**src/rtl/imm_decode_stage.sv**
```systemverilog
// ---------------------------------------------------------------------------
// imm_decode_stage
//
// Registered, valid/ready immediate-decode stage for an RV32I/RV64I front end.
// Each accepted instruction is decoded from its opcode into a one-hot format,
// an XLEN-wide sign-extended immediate and an illegal flag. The decoded result
// is registered and presented one cycle later.
//
// SKID = 1 : output register plus one skid entry. o_ready comes from a flop.
// SKID = 0 : single output register. o_ready = !o_valid || i_ready.
//
// Handshake rules:
//   An input transfer happens on a rising edge where i_valid && o_ready.
//   An output transfer happens on a rising edge where o_valid && i_ready.
//   While o_valid && !i_ready, all o_* result fields are held stable.
//   i_flush empties the stage on the next edge. An input offered in the flush
//   cycle is dropped. An output taken in the flush cycle counts as delivered.
//
// Ports:
//   i_clk        clock, rising edge
//   i_rst_n      asynchronous active-low reset
//   i_valid      upstream instruction valid
//   o_ready      stage can accept an instruction this cycle
//   i_inst       instruction word
//   i_flush      synchronous flush of all held entries
//   o_valid      decoded result valid
//   i_ready      downstream accepts the result this cycle
//   o_inst       instruction word travelling with its result
//   o_format     one-hot format [0]R [1]I [2]S [3]B [4]U [5]J, zero if illegal
//   o_immediate  sign-extended immediate, XLEN bits
//   o_illegal    opcode outside RV32I base set (including i_inst[1:0] != 2'b11)
//   o_dbg_state  current occupancy state (0 EMPTY, 1 FULL1, 2 FULL2)
// ---------------------------------------------------------------------------
module imm_decode_stage #(
  parameter int XLEN = 32,
  parameter int SKID = 1
) (
  input  logic            i_clk,
  input  logic            i_rst_n,
  input  logic            i_valid,
  output logic            o_ready,
  input  logic [31:0]     i_inst,
  input  logic            i_flush,
  output logic            o_valid,
  input  logic            i_ready,
  output logic [31:0]     o_inst,
  output logic [5:0]      o_format,
  output logic [XLEN-1:0] o_immediate,
  output logic            o_illegal,
  output logic [1:0]      o_dbg_state
);

  typedef enum logic [1:0] {
    S_EMPTY = 2'd0,
    S_FULL1 = 2'd1,
    S_FULL2 = 2'd2
  } state_t;

  // One decoded entry: {inst, format, immediate, illegal}
  localparam int DW = 32 + 6 + XLEN + 1;

  // -------------------------------------------------------------------------
  // Decode (ahead of the registers, so both entries hold decoded results)
  // -------------------------------------------------------------------------
  logic [5:0]      w_fmt;
  logic [31:0]     w_imm32;
  logic [XLEN-1:0] w_imm;
  logic            w_illegal;
  logic [DW-1:0]   w_dec;

  always_comb begin
    w_fmt   = 6'b000000;
    w_imm32 = 32'h0000_0000;
    case (i_inst[6:0])
      7'b0110111, 7'b0010111: begin // LUI, AUIPC
        w_fmt   = 6'b010000;
        w_imm32 = {i_inst[31:12], 12'h000};
      end
      7'b1101111: begin // JAL
        w_fmt   = 6'b100000;
        w_imm32 = {{11{i_inst[31]}}, i_inst[31], i_inst[19:12], i_inst[20],
                   i_inst[30:21], 1'b0};
      end
      7'b1100111, 7'b0000011, 7'b0010011, 7'b0001111, 7'b1110011: begin
        w_fmt   = 6'b000010; // JALR, LOAD, OP-IMM, FENCE, SYSTEM
        w_imm32 = {{20{i_inst[31]}}, i_inst[31:20]};
      end
      7'b0100011: begin // STORE
        w_fmt   = 6'b000100;
        w_imm32 = {{20{i_inst[31]}}, i_inst[31:25], i_inst[11:7]};
      end
      7'b1100011: begin // BRANCH
        w_fmt   = 6'b001000;
        w_imm32 = {{19{i_inst[31]}}, i_inst[31], i_inst[7], i_inst[30:25],
                   i_inst[11:8], 1'b0};
      end
      7'b0110011: begin // OP
        w_fmt   = 6'b000001;
      end
      default: begin
        w_fmt   = 6'b000000;
        w_imm32 = 32'h0000_0000;
      end
    endcase
  end

  // Every legal opcode sets exactly one format bit; the listed opcodes all end
  // in 2'b11, so a bad i_inst[1:0] also lands here.
  assign w_illegal = (w_fmt == 6'b000000);
  assign w_imm     = XLEN'($signed(w_imm32));
  assign w_dec     = {i_inst, w_fmt, w_imm, w_illegal};

  // -------------------------------------------------------------------------
  // Occupancy FSM
  // -------------------------------------------------------------------------
  state_t        r_state;
  state_t        w_state_nxt;
  logic [DW-1:0] r_out;
  logic [DW-1:0] r_skid;
  logic          w_in_xfer;
  logic          w_out_xfer;
  logic          w_load_out_dec;
  logic          w_load_out_skid;
  logic          w_load_skid;

  assign o_valid    = (r_state != S_EMPTY);
  assign w_in_xfer  = i_valid && o_ready;
  assign w_out_xfer = o_valid && i_ready;

  always_ff @(posedge i_clk or negedge i_rst_n) begin
    if (!i_rst_n) begin
      r_state <= S_EMPTY;
    end else begin
      r_state <= w_state_nxt;
    end
  end

  always_comb begin
    w_state_nxt     = r_state;
    w_load_out_dec  = 1'b0;
    w_load_out_skid = 1'b0;
    w_load_skid     = 1'b0;
    if (i_flush) begin
      // Input in this cycle is dropped; an output taken now is already gone.
      w_state_nxt = S_EMPTY;
    end else begin
      case (r_state)
        S_EMPTY: begin
          if (w_in_xfer) begin
            w_load_out_dec = 1'b1;
            w_state_nxt    = S_FULL1;
          end
        end
        S_FULL1: begin
          if (w_in_xfer && w_out_xfer) begin
            w_load_out_dec = 1'b1;
          end else if (w_out_xfer) begin
            w_state_nxt = S_EMPTY;
          end else if (w_in_xfer) begin
            // Only reachable with SKID=1: o_ready was still high from the flop.
            w_load_skid = 1'b1;
            w_state_nxt = S_FULL2;
          end
        end
        S_FULL2: begin
          if (w_out_xfer) begin
            w_load_out_skid = 1'b1;
            w_state_nxt     = S_FULL1;
          end
        end
        default: begin
          w_state_nxt = S_EMPTY;
        end
      endcase
    end
  end

  // -------------------------------------------------------------------------
  // Data registers
  // -------------------------------------------------------------------------
  always_ff @(posedge i_clk or negedge i_rst_n) begin
    if (!i_rst_n) begin
      r_out  <= '0;
      r_skid <= '0;
    end else begin
      if (w_load_out_dec) begin
        r_out <= w_dec;
      end else if (w_load_out_skid) begin
        r_out <= r_skid;
      end
      if (w_load_skid) begin
        r_skid <= w_dec;
      end
    end
  end

  assign {o_inst, o_format, o_immediate, o_illegal} = r_out;
  assign o_dbg_state = r_state;

  // -------------------------------------------------------------------------
  // Ready generation
  // -------------------------------------------------------------------------
  generate
    if (SKID != 0) begin : g_skid
      logic r_ready;
      // Registered ready: low exactly while the skid entry is occupied.
      always_ff @(posedge i_clk or negedge i_rst_n) begin
        if (!i_rst_n) begin
          r_ready <= 1'b1;
        end else begin
          r_ready <= (w_state_nxt != S_FULL2);
        end
      end
      assign o_ready = r_ready;
    end else begin : g_noskid
      assign o_ready = !o_valid || i_ready;
    end
  endgenerate

endmodule
```
**config.mk**
```make
export PLATFORM = sky130hd
export DESIGN_NAME = imm_decode_stage
export DESIGN_NICKNAME = d
export VERILOG_FILES = /design/src/rtl/imm_decode_stage.sv
export SDC_FILE = /design/constraint.sdc
export NUM_CORES = 1
export LEC_CHECK = 0
export BUFFER_PORTS_ARGS = -buffer_cell sky130_fd_sc_hd__buf_2
export CAP_MARGIN = 10
export CORE_MARGIN = 2
export CORE_UTILIZATION = 45
export CTS_CLUSTER_SIZE = 25
export DETAILED_ROUTE_END_ITERATION = 6
export PLACE_DENSITY = 0.74
export SYNTH_ARGS = -nofsm -noshare
export SYNTH_HDL_FRONTEND = slang
export SYNTH_SLANG_ARGS = --single-unit
```
**constraint.sdc**
```tcl
create_clock -name i_clk -period 2.57 [get_ports i_clk]
set_input_delay 0.257 -clock i_clk [delete_from_list [all_inputs] [get_ports i_clk]]
set_output_delay 0.257 -clock i_clk [all_outputs]
set_load 0.03 [all_outputs]
```
==> results.json <==
{
  "regArea_um2": 3630,
  "worstReg2RegStart": "o_dbg_state[1]$_DFF_PN0_",
  "synth_commonest_cells": "nand2_1 (219), dfrtp_1 (144), a22oi_1 (29), buf_2 (25), nand3_1 (25)",
  "synth_top_cell_by_area": "dfrtp_1",
  "worstPathRequired_ps": 2930,
  "wl_per_cell_um": 17.8,
  "synth-seq-cells": 145,
  "cp.buffers_inverters": 0,
  "worst_slew_pin_slew_ps": 934,
  "cts_tree": "done",
  "grt_setup_unrepaired": "no",
  "yosys_warnings": 0,
  "p_total_w": 0.00639,
  "final_nets": 797,
  "synth-xor-area-share_pct": 0.133,
  "synth-edff-count": 0,
  "viasPerCell": 5.67,
  "r2r_slack_ps": 460,
  "crit_path_max_fanout": 11,
  "tns_ps": 0,
  "synth_area_um2": 6580,
  "initial_core_util_pct": 45.6,
  "hold_viol_final": 0,
  "rows": 44,
  "hp-class": "in2reg",
  "ioPinCount": 112,
  "drive_gt1_share_pct": 25.2,
  "grt_pass1_wl_um": 27900,
  "path_clk_slew_ps": 60,
  "ant_nets": 0,
  "multi_input_area_um2": 2690,
  "antenna_found_initial": 0,
  "ys.flop_type": "dfrtp_1",
  "hold_path_startpoint": "i_inst[17]",
  "dpl.cell_count": 924,
  "maxSlewHeadroom_pct": 37.7,
  "io_buffers": 111,
  "worstSetupEndpointType": "flip-flop",
  "gr-usage-all-layers_pct": 22.2,
  "critPathTopFamily": "compound AO/OA/AOI/OAI gates",
  "slowest_delay_ps": 770,
  "power.density_nw_per_um2": 811,
  "ir_worst_vdd_v": 0.000463,
  "ctsHtreeMaxLevel": 4,
  "post_cts_buffers": 0,
  "r2r-end": "r_skid[24]$_DFFE_PN0P_",
  "skew_ps": 9.97,
  "netlist_top_cells_area": "dfrtp_1 (55%), nand2_1 (13%), a22oi_1 (3.3%)",
  "dieArea_um2": 15600,
  "clock_latency_ps": 430,
  "layout_setup_ws_ps": 457,
  "instances_no_fill": 957,
  "clock.fmax_mhz": 473,
  "start_kind": "flip-flop",
  "fillers": 1296,
  "cts-root-buf": "clkbuf_16",
  "yosysSeqAreaShare_pct": 55.2,
  "cap_violations": 0,
  "muxShareOfSynthArea_pct": 1.37,
  "avgSynthCellArea_um2": 9.98,
  "die_h_um": 125,
  "antenna_cells": 0,
  "reg2reg_depth": 4,
  "syn-instance-count": 659,
  "outcome": "finished, final reports clean",
  "grt_pass1_vias": 5257,
  "yosys.area_share.adder_pct": 0,
  "cts.sinks": 145,
  "async_reset_ff_share_pct": 100,
  "p_leak_nw": 3.97,
  "num_vias": 5426,
  "syn_to_final_growth_pct": 19.9,
  "yosysUniqueCellTypes": 62,
  "yosysMostFrequentCell": "nand2_1",
  "min_period_over_period_pct": 82.2,
  "remaining_drc_errors": 0,
  "firstDrtPassIters": 6,
  "synth_nets": 696,
  "grt_max_degree": 71,
  "crit_path_cell_trace": "and4bb_2 -> nand3_1 -> a21oi_1 -> a221o_1",
  "numCtsBuffers": 17,
  "min_to": "r_skid[56]$_DFFE_PN0P_",
  "routabilityCongestion": 0.843,
  "cp_data_arrival_time_ps": 2470,
  "synth_compound_area_share_pct": 17.5,
  "max-clock-path-buffers": 2,
  "synth-simple-area-share_pct": 21.7,
  "synth_top_family_by_area": "simple AND/OR/NAND/NOR gates",
  "layout_min_cycle_time_ps": 2110,
  "worstSetupPathType": "reg2reg",
  "cpMaxStageDelayCell": "a21oi_1",
  "drtIter0Drc": 491,
  "synth_top_cell_area_share_pct": 54.8,
  "setup_viol": 0,
  "wirelength_um": 17000,
  "core_area_um2": 14400,
  "grt_overflow": 0,
  "slew_violations": 0,
  "place_ws_ps": 510,
  "min_path_cells": 3,
  "die_w_um": 125,
  "dp_hpwl_um": 11200
}
## repair_timing
item / 4_1_cts / 5_1_grt
hold buffers: 1 / 0
endpoints found under the hold margin: 44 / 0
resized for setup: 0 / 0
## tightest hold or removal path, stage by stage
cell	delay (ps)
buf_2	100
nand2_1	50
nand2_1	50
## worst max path at each step
stage | cells after the start | from | to | slack, ps
final | 4 | o_dbg_state[1]$_DFF_PN0_ | r_skid[24]$_DFFE_PN0P_ | 460
after global routing | 4 | o_dbg_state[1]$_DFF_PN0_ | r_skid[30]$_DFFE_PN0P_ | 280
after CTS | 4 | o_ready$_DFF_PN1_ | r_skid[24]$_DFFE_PN0P_ | 490
after detailed placement | 4 | o_ready$_DFF_PN1_ | r_skid[23]$_DFFE_PN0P_ | 510
after global placement | 4 | o_ready$_DFF_PN1_ | r_skid[28]$_DFFE_PN0P_ | 550
after floorplan | 4 | o_dbg_state[1]$_DFF_PN0_ | r_skid[28]$_DFFE_PN0P_ | 870
## where the power goes
part,total [W],switching (W),internal (W)
combinational,0.00114,0.000752,0.000385
sequential,0.00284,0.000202,0.00264
clock,0.00242,0.00105,0.00136
## kinds of logic after synthesis
| kind of cell | count (synthesis) |
|---|---|
| flip-flops | 145 |
| XOR/XNOR | 1 |
| buffers and inverters | 49 |
| AND/OR/NAND/NOR | 307 |
| AO/OA/AOI/OAI | 148 |
| multiplexers | 9 |
## layout make-up
type	count	share of cell area [%]
Clock inverter	15	1.90
Tap cell	184	2.92
Clock buffer	17	5.40
Timing Repair Buffer	130	9.60
Multi-Input combinational cell	465	34.1
Sequential cell	145	46.0
Inverter	1	0.0476
## per-layer routing
| layer | track usage (%) | part of all wire [%] |
|---|---|---|
| met3 | 4.17 | 5.6 |
| met1 | 32.1 | 46 |
| met4 | 8.10 | 1.8 |
| met2 | 33.7 | 46 |
| met5 | 0 | 0 |
## registers in the layout, summed over array words and instances (netlist names)
| signal | flops |
|---|---|
| r_skid | 71 |
| r_out | 71 |
| o_ready | 1 |
| o_dbg_state | 2 |
## placed cells by master (no fill, tap or decap), types with 10 or more instances in the layout
cell type and instances:
nand2_1 219, o21a_1 10, o21ai_0 20, nor2_1 12, buf_4 14, a221o_1 14
dfrtp_1 144, nand3_1 25, clkbuf_16 17, a21oi_1 11, and2_1 11, buf_2 110
a22oi_1 29
## stage by stage
| stage | utilization [%] | instance area, µm² | hold WS [ps] |
|---|---|---|---|
| after CTS | 54.7 | 7890 | 50.0 |
| after global placement | 50.6 | 7300 | 212 |
| after detailed placement | 50.6 | 7300 | 215 |
| after global routing | 54.7 | 7890 | 76.6 |
| final | 54.7 | 7890 | 66.6 |
| after floorplan | - | 6580 | -38.6 |
(Power assumes the default switching activity.)
